## src/rtl/fir_feeder_pkg.sv

```systemverilog
// Shared types for the FIR input feeder: sample type and issue FSM states.
package fir_feeder_pkg;

  localparam int unsigned SAMPLE_W = 16;

  typedef logic [SAMPLE_W-1:0] sample_t;

  typedef enum logic [1:0] {
    IDLE    = 2'd0,
    PRESENT = 2'd1,
    WAIT    = 2'd2
  } feeder_state_t;

endpackage

```

## src/rtl/fir_sample_fifo.sv

```systemverilog
// Synchronous first-word fall-through sample FIFO; occupancy tracked by level.
module fir_sample_fifo #(
  parameter int unsigned WIDTH = 16,
  parameter int unsigned DEPTH = 8
) (
  input  logic                   clk,
  input  logic                   rst_n,
  input  logic                   push,
  input  logic                   pop,
  input  logic [WIDTH-1:0]       din,
  output logic [WIDTH-1:0]       dout,
  output logic [$clog2(DEPTH):0] level,
  output logic                   full,
  output logic                   empty
);

  localparam int unsigned ADDR_W = $clog2(DEPTH);
  localparam int unsigned LVL_W  = ADDR_W + 1;

  logic [WIDTH-1:0]  mem_q [DEPTH];
  logic [ADDR_W-1:0] wr_ptr_q;
  logic [ADDR_W-1:0] rd_ptr_q;
  logic [LVL_W-1:0]  level_q;
  logic              do_push;
  logic              do_pop;

  assign full    = (level_q == LVL_W'(DEPTH));
  assign empty   = (level_q == '0);
  assign do_push = push & ~full;
  assign do_pop  = pop & ~empty;
  assign dout    = mem_q[rd_ptr_q];
  assign level   = level_q;

  // Pointer and occupancy tracking; pointers wrap naturally at DEPTH.
  always_ff @(posedge clk or negedge rst_n) begin
    if (!rst_n) begin
      wr_ptr_q <= '0;
      rd_ptr_q <= '0;
      level_q  <= '0;
    end else begin
      if (do_push) wr_ptr_q <= wr_ptr_q + ADDR_W'(1);
      if (do_pop)  rd_ptr_q <= rd_ptr_q + ADDR_W'(1);
      case ({do_push, do_pop})
        2'b10:   level_q <= level_q + LVL_W'(1);
        2'b01:   level_q <= level_q - LVL_W'(1);
        default: level_q <= level_q;
      endcase
    end
  end

  // Sample storage; contents are don't-care until written.
  always_ff @(posedge clk) begin
    if (do_push) mem_q[wr_ptr_q] <= din;
  end

endmodule

```

## src/rtl/fir_input_feeder.sv

```systemverilog
// Buffers a free-running sample stream and issues samples one at a time to FIR_filter.
module fir_input_feeder
  import fir_feeder_pkg::*;
#(
  parameter int unsigned WIDTH       = 16,
  parameter int unsigned DEPTH       = 8,
  parameter int unsigned HOLD_CYCLES = 3
) (
  input  logic                   clk,
  input  logic                   reset,
  input  logic [WIDTH-1:0]       s_data,
  input  logic                   s_valid,
  output logic                   s_ready,
  output logic [WIDTH-1:0]       FIR_input,
  output logic                   input_valid,
  input  logic                   ready_for_input,
  output logic [$clog2(DEPTH):0] level,
  output logic [15:0]            samples_sent
);

  localparam int unsigned HOLD_W = (HOLD_CYCLES > 1) ? $clog2(HOLD_CYCLES) : 1;

  feeder_state_t     state_q, state_d;
  logic [HOLD_W-1:0] hold_q, hold_d;
  logic              seen_low_q, seen_low_d;
  logic [WIDTH-1:0]  fir_q, fir_d;
  logic [15:0]       sent_q, sent_d;
  logic              valid_q, valid_d;

  logic              fifo_pop_c;
  logic              fifo_full;
  logic              fifo_empty;
  logic [WIDTH-1:0]  fifo_dout;

  // A push is refused whenever the FIFO is full, even on a pop edge.
  assign s_ready = ~fifo_full;

  fir_sample_fifo #(
    .WIDTH (WIDTH),
    .DEPTH (DEPTH)
  ) u_fifo (
    .clk   (clk),
    .rst_n (reset),
    .push  (s_valid & s_ready),
    .pop   (fifo_pop_c),
    .din   (s_data),
    .dout  (fifo_dout),
    .level (level),
    .full  (fifo_full),
    .empty (fifo_empty)
  );

  // State, hold counter, handshake flag and output registers.
  always_ff @(posedge clk or negedge reset) begin
    if (!reset) begin
      state_q    <= IDLE;
      hold_q     <= '0;
      seen_low_q <= 1'b0;
      fir_q      <= '0;
      sent_q     <= '0;
      valid_q    <= 1'b0;
    end else begin
      state_q    <= state_d;
      hold_q     <= hold_d;
      seen_low_q <= seen_low_d;
      fir_q      <= fir_d;
      sent_q     <= sent_d;
      valid_q    <= valid_d;
    end
  end

  // Issue FSM: pop when filter idles, hold input_valid, then wait for the filter to finish.
  always_comb begin
    state_d    = state_q;
    hold_d     = hold_q;
    seen_low_d = seen_low_q;
    fir_d      = fir_q;
    sent_d     = sent_q;
    fifo_pop_c = 1'b0;
    case (state_q)
      IDLE: begin
        if (!fifo_empty && ready_for_input) begin
          fifo_pop_c = 1'b1;
          fir_d      = fifo_dout;
          hold_d     = HOLD_W'(HOLD_CYCLES - 1);
          seen_low_d = 1'b0;
          sent_d     = sent_q + 16'd1;
          state_d    = PRESENT;
        end
      end
      PRESENT: begin
        if (!ready_for_input) seen_low_d = 1'b1;
        if (hold_q == '0) state_d = WAIT;
        else              hold_d  = hold_q - HOLD_W'(1);
      end
      WAIT: begin
        if (!ready_for_input) seen_low_d = 1'b1;
        if (seen_low_q && ready_for_input) state_d = IDLE;
      end
      default: state_d = IDLE;
    endcase
    valid_d = (state_d == PRESENT);
  end

  assign FIR_input    = fir_q;
  assign input_valid  = valid_q;
  assign samples_sent = sent_q;

endmodule

```

## config.mk

```make
export PLATFORM = sky130hd
export DESIGN_NAME = fir_input_feeder
export DESIGN_NICKNAME = d
export VERILOG_FILES = /design/src/rtl/fir_feeder_pkg.sv /design/src/rtl/fir_sample_fifo.sv /design/src/rtl/fir_input_feeder.sv
export SDC_FILE = /design/constraint.sdc
export NUM_CORES = 1
export LEC_CHECK = 0
export ABC_CLOCK_PERIOD_IN_PS = 5250
export CORE_UTILIZATION = 35
export DETAILED_ROUTE_END_ITERATION = 10
export SYNTH_ARGS = -nofsm -noshare
export SYNTH_HDL_FRONTEND = slang
export SYNTH_SLANG_ARGS = --single-unit
```

## constraint.sdc

```tcl
create_clock -name clk -period 5.25 [get_ports clk]
set_input_delay 0.525 -clock clk [delete_from_list [all_inputs] [get_ports clk]]
set_output_delay 0.525 -clock clk [all_outputs]
set_load 0.1 [all_outputs]
```

==> qor.yml, run 1 <==
hold_path:
  hp-class: "input port to asynchronous set/reset pin"
logic_synthesis:
  async_flop_share_pct: 27.27
  ys_warn_count: 0
  ys_seq_area_share_pct: 71.81
  synth_cells: 401
  synth_simple_gate_area_share_pct: 5.699
  synth_top_family_by_area: "multiplexers"
  yosys.area.top_type: "edfxtp_1"
  synth_top_area_share_pct: 54.71
  synth_flop_cell: "edfxtp_1"
  synth_cell_types: 40
  synth.area.mux_share_pct: 12.70
  synth_xor_xnor_area_share_pct: 2.618
  netlist_area_sq_um: 7025
  synth_edf_count: 128
  yosys-top-cells-area: "edfxtp_1 (55%), dfrtp_1 (17%), mux4_2 (10%), mux2i_1 (2.3%), xnor2_1 (2.2%)"
  synth_compound_area_share_pct: 3.099
  avgSynthCellArea_sq_um: 17.52
  syn_nets: 433
  synth-adder-area-share_pct: 2.244
  ys_ff_latch: 176
worst_setup_path:
  r2r_slack_ps: 2040
  critPathLaunchType: "register"
  setup.worst_path.end_class: "register"
  arrival_ps: 3490
  reg2reg_from: "u_fifo.level[0]"
  worstSetupPathType: "register to register"
  slowest_delay_ps: 510
  required_ps: 5530
  path_cells: "o41ai_4 > or2_1 > buf_4 > inv_4 > ha_1 > ha_1 > a21oi_1 > o21ai_0 > o311ai_0"
  slowest_stage: "o41ai_4"
  cp_common_cell: "ha_1"
  cp-startpoint: "u_fifo.level[0]"
  critPathMaxFanout: 38
global_route:
  grt_first_pass_wirelength_um: 20820
  overflow: 0
  grt_pass1_vias: 3808
  grt_use_total_pct: 14.15
  antenna_found_initial: 0
  grt_max_degree: 49
clocking:
  path_clk_slew_ps: 60
  cts_buffers: 17
  ctsHoldBuffers: 0
  cts_root_buf: "clkbuf_16"
  cts_resized: 0
  htreeDepth: 4
  clock_latency_ps: 420
  clockBufferDepth: 2
  cts_tree: "done"
  cts_setup_buffers: 0
  cts.sinks: 176
pwr:
  ir_worst_vdd_v: 0.0002449
  p_leak_nw: 3.030
  p_comb_share_pct: 37.5
  clock_power_share_pct: 23.8
  power_frac_seq_pct: 38.7
  sw_frac_of_total_pct: 39.33
  internal_power_mw: 3.260
  p_switching_mw: 2.114
  power_density_nw_per_um2: 627.8
  power_mw: 5.374
die:
  core_area_sq_um: 19590
  ios: 58
  rows: 51
  fp.dieW_um: 143.7
  dieArea_sq_um: 20640
  die_h_um: 143.7
  start_util_pct: 35.86
placed_design:
  port_buffers: 57
  place_hpwl_um: 7853
  gp_congestion: 0.7959
  placed_area_sq_um: 7946
timing:
  finalHoldViolCount: 0
  clock_skew_ps: 8.459
  maxSlewViolCount: 0
  rsz0062_at_grt: "false"
  worst_pin_slew_ps: 1142
  fmax_ghz: 0.3118
  period_needed_ps: 3208
  slew_headroom_pct: 23.88
  min_period_over_period_pct: 61.10
  setup_tns_ps: 0
  setup_violations: 0
routing:
  routed_via_density: 4.863
  wl_per_cell_um: 17.74
  drc: 0
  wl_um: 13250
  route.vias.total: 3633
  dr.first_iter.drc_count: 206
  ant_nets: 0
  dr.pass1.iters: 4
layout:
  fillers: 1731
  area_growth_pct: 21.85
  final_nets: 501
  diodes: 0
  mostFrequentLayoutCells: "edfxtp_1 (128), clkdlybuf4s50_1 (56), dfrtp_1 (46)"
  final_layout_size_suffix_gt1_share_pct: 17.01
  final_common_cell: "edfxtp_1"
  fin_area_sq_um: 8561
job:
  maxCapViolations: 0
outcome:
  status: "finished clean"
## per-layer routing
metal	wire length (um)	track usage, %	up-vias
li1	-	-	1684
met2	6958	24.58	72
met5	0	0	-
met3	397	3.599	15
met4	165	5.207	0
met1	5732	16.91	1862
## power by group through the flow
stage          Combinational [mW]  Clock (mW)  Sequential, mW
6_report                     2.01        1.28            2.08
5_1_grt                      2.15        1.36            2.12
4_1_cts                      2.04        1.31            2.09
3_5_place_dp                 2.04           0            2.12
3_3_place_gp                 2.00           0            2.10
2_1_floorplan               0.948           0            2.65
## kinds of logic (layout without fill, tap and decap cells)
kind of cell,after synthesis,count (layout)
multiplexers,49,49
buffers and inverters,26,107
AO/OA/AOI/OAI,34,34
adder cells (fa/ha/maj),12,12
AND/OR/NAND/NOR,83,83
XOR/XNOR,21,21
flip-flops,176,176
## critical path: cells and delay by family (launching register included)
kind / cells / cell delay (ps)
adder cells (fa/ha/maj): 2 / 620
AND/OR/NAND/NOR: 1 / 160
AO/OA/AOI/OAI: 4 / 1320
buffers and inverters: 2 / 480
flip-flops: 1 / 460
## per-stage QoR
stage          hold slack, ps  worst slack, ps  utilization [%]  instances
6_report                206.6             2042            43.70        747
5_1_grt                 256.6             1808            43.70        747
4_1_cts                 231.8             2040            43.70        747
3_5_place_dp            478.6             1843            40.56        715
3_3_place_gp            463.5             2111            40.56        715
2_1_floorplan           229.4            934.5                -        401
## flip-flops by register name, summed over array words and instances (netlist names)
| name | count |
|---|---|
| u_fifo.mem_q | 128 |
| FIR_input | 16 |
| samples_sent | 16 |
| u_fifo.level | 4 |
| u_fifo.rd_ptr_q | 3 |
| u_fifo.wr_ptr_q | 3 |
| hold_q | 2 |
| state_q | 2 |
| input_valid | 1 |
| seen_low_q | 1 |
## worst paths after layout
path	cells past startpoint	to
min in group clk	1	samples_sent[15]
worst max register to register	9	u_fifo.level[3]
worst min-delay path	2	u_fifo.level[1]
worst max-delay path	9	u_fifo.level[3]
worst min register to register	1	samples_sent[15]
max in group asynchronous	2	u_fifo.rd_ptr_q[0]
## final cells by class
cell class / instances / area (sq um) / share of cell area (%)
repair buffers: 64 / 618.1 / 7.220
flip-flops and latches: 176 / 5047 / 58.96
multi-input cells: 199 / 1906 / 22.26
clock buffers: 25 / 515.5 / 6.022
clock inverters: 7 / 98.84 / 1.155
inverters: 11 / 43.79 / 0.5115
well taps: 265 / 331.6 / 3.873
## cell usage after synthesis, types with 3 or more instances
| cell type | instances |
|---|---|
| mux4_2 | 32 |
| and3_1 | 4 |
| mux2i_1 | 16 |
| nor2_1 | 8 |
| a21oi_1 | 6 |
| nor3_1 | 7 |
| buf_2 | 5 |
| o21ai_0 | 20 |
| ha_1 | 11 |
| nand2b_1 | 3 |
| xnor2_1 | 18 |
| nand4_1 | 6 |
| nor4_1 | 5 |
| xor2_1 | 3 |
| edfxtp_1 | 128 |
| dfrtp_1 | 48 |
| nand2_1 | 36 |
| inv_1 | 10 |
| buf_4 | 4 |
| clkbuf_1 | 4 |
| nand3_1 | 7 |
Note: power is estimated with default switching activity, not from simulation.
==> inputs of run 2 (changes only) <==
- ABC_CLOCK_PERIOD_IN_PS: 5250 -> 3100
- clock period: 5.25 -> 3.1 ns (I/O delays scaled with it)
==> run 2 against run 1 <==
  * Non-clock buffer count up 9
  * Final cell count up 1.2%
  * Sequential share of layout area up 0.39 points
  * Critical endpoint unchanged
  * Setup slack worse by 1700 ps
  * Clock power up 60%
  * Design area down 0.58%
  * Clock skew up 1.7 ps
  * Die area unchanged
  * Register-to-register slack worse by 1700 ps
  * Combinational power up 75%
  * Clock-buffer cell count unchanged
  * Worst hold slack better by 250 ps
==> qor.yml, run 2 (synthesized netlist as in run 1, its figures left out) <==
worst_setup_path:
  cp-startpoint: "u_fifo.level[0]"
  critPathLaunchType: "register"
  setup.worst_path.end_class: "register"
  critPathMaxFanout: 8
  reg2reg_from: "u_fifo.level[0]"
  slowest_stage: "o41ai_4"
  arrival_ps: 3000
  required_ps: 3370
  path_cells: "o41ai_4 > or2_1 > inv_4 > ha_1 > ha_1 > inv_1 > nor4_1 > nand4b_1 > o311ai_0"
  cp_common_cell: "ha_1"
  slowest_delay_ps: 500
  rr_worst_depth: 9
  worstSetupPathType: "register to register"
clocking:
  clockBufferDepth: 2
  cts.sinks: 176
  clock_latency_ps: 430
  path_clk_slew_ps: 60
  cts_buffers: 17
  htreeDepth: 4
  cts_root_buf: "clkbuf_16"
  cts_tree: "done"
timing:
  whs_ps: 455.4
  min_period_over_period_pct: 88.00
  maxSlewViolCount: 0
  setup_tns_ps: 0
  slew_headroom_pct: 32.64
  finalHoldViolCount: 0
  clock_skew_ps: 10.14
  rsz0062_at_grt: "false"
  setup_violations: 0
  period_needed_ps: 2728
  worst_pin_slew_ps: 1007
  fmax_ghz: 0.3666
die:
  core_area_sq_um: 19590
  dieArea_sq_um: 20640
  start_util_pct: 35.86
  rows: 51
  die_h_um: 143.7
  fp.dieW_um: 143.7
  ios: 58
global_route:
  grt_max_degree: 38
  grt_first_pass_wirelength_um: 21270
  grt_use_total_pct: 14.50
  overflow: 0
  antenna_found_initial: 0
  grt_pass1_vias: 3831
layout:
  final_layout_size_suffix_gt1_share_pct: 22.20
  mostFrequentLayoutCells: "edfxtp_1 (128), dfrtp_1 (43), buf_4 (37)"
  largest_register_ffs: 128
  fillers: 1747
  regMostFlops: "u_fifo.mem_q"
  final_nets: 510
  area_growth_pct: 21.14
  diodes: 0
  final_common_cell: "edfxtp_1"
routing:
  drc: 0
  wl_per_cell_um: 18.09
  dr.first_iter.drc_count: 222
  dr.pass1.iters: 4
  route.vias.total: 3704
  wl_um: 13670
  ant_nets: 0
  routed_via_density: 4.899
pwr:
  internal_power_mw: 5.420
  sw_frac_of_total_pct: 39.65
  p_leak_nw: 3.066
  power_frac_seq_pct: 38.0
  p_switching_mw: 3.561
  p_comb_share_pct: 39.1
  clock_power_share_pct: 22.8
  ir_worst_vdd_v: 0.0004505
  power_density_nw_per_um2: 1055
placed_design:
  port_buffers: 57
  gp_congestion: 0.8547
  place_hpwl_um: 8449
job:
  maxCapViolations: 0
hold_path:
  hp-class: "input port to asynchronous set/reset pin"
outcome:
  status: "finished clean"
## run 2: changes by cell type in the layout (fill, tap and decap cells not counted), sizes merged
cell,before,now
buf,8,38
clkdlybuf4s50,56,34
clkinv,3,5
clkinvlp,1,0
dlygate4sd3,0,1
inv,12,11
## run 2: metrics by stage
| step | setup slack, ps | util (%) | cells | area (sq um) | power [mW] |
|---|---|---|---|---|---|
| 6_report | 371.9 | 43.44 | 756 | 8511 | 8.982 |
| 3_5_place_dp | 275.3 | 40.53 | 723 | 7939 | 7.039 |
| 2_1_floorplan | 83.15 | - | 401 | 7068 | 6.132 |
| 5_1_grt | 142.8 | 43.44 | 756 | 8511 | 9.417 |
| 3_3_place_gp | 431.0 | 40.53 | 723 | 7939 | 6.949 |
| 4_1_cts | 345.2 | 43.44 | 756 | 8511 | 9.082 |
## run 2: worst max-delay path, delay by kind of cell, from the launching register on
kind	cells	cell delay, ps
flip-flops	1	470
adder cells (fa/ha/maj)	2	640
AND/OR/NAND/NOR	3	680
AO/OA/AOI/OAI	2	640
buffers and inverters	2	140
## run 2: path summary, 6_finish.rpt
kind	slack, ps	to
worst max-delay path	370	u_fifo.level[3]
worst max register to register	370	u_fifo.level[3]
min in group clk	470	samples_sent[15]
worst min-delay path	460	u_fifo.level[1]
worst min register to register	470	samples_sent[15]
max in group asynchronous	1870	FIR_input[9]
## run 2: power groups by stage
stage	logic, mW	registers (mW)	clock network (mW)
final	3.52	3.42	2.05
after global routing	3.76	3.48	2.18
after CTS	3.57	3.42	2.09
after detailed placement	3.57	3.47	0
after global placement	3.51	3.44	0
after floorplan	1.62	4.51	0
## run 2: layout make-up
class / instances / area, sq um / area share (%)
clock buffers: 25 / 475.5 / 5.587
clock inverters: 7 / 86.33 / 1.014
inverters: 11 / 43.79 / 0.5146
flip-flops and latches: 176 / 5051 / 59.35
multi-input cells: 199 / 1889 / 22.20
well taps: 265 / 331.6 / 3.896
repair buffers: 73 / 633.1 / 7.439
## run 2: per-layer routing
layer	GRT usage (%)	up-vias	part of all wire, %	wire length [um]
met5	0	-	0	0
met4	5.207	0	1.5	199
met3	3.632	19	3.8	519
met2	24.94	85	50	6861
met1	17.64	1901	45	6092
li1	-	1699	-	-
## run 2: timing repair
item	4_1_cts	5_1_grt
hold endpoints to repair	23	0
resized for setup	0	0
hold buffers	1	0
buffers inserted	0	0
==> inputs of run 3 (changes only) <==
- CAP_MARGIN: default -> 20
==> results of run 3 <==
No change in the layout: final DEF, timing and power equal those of run 2.
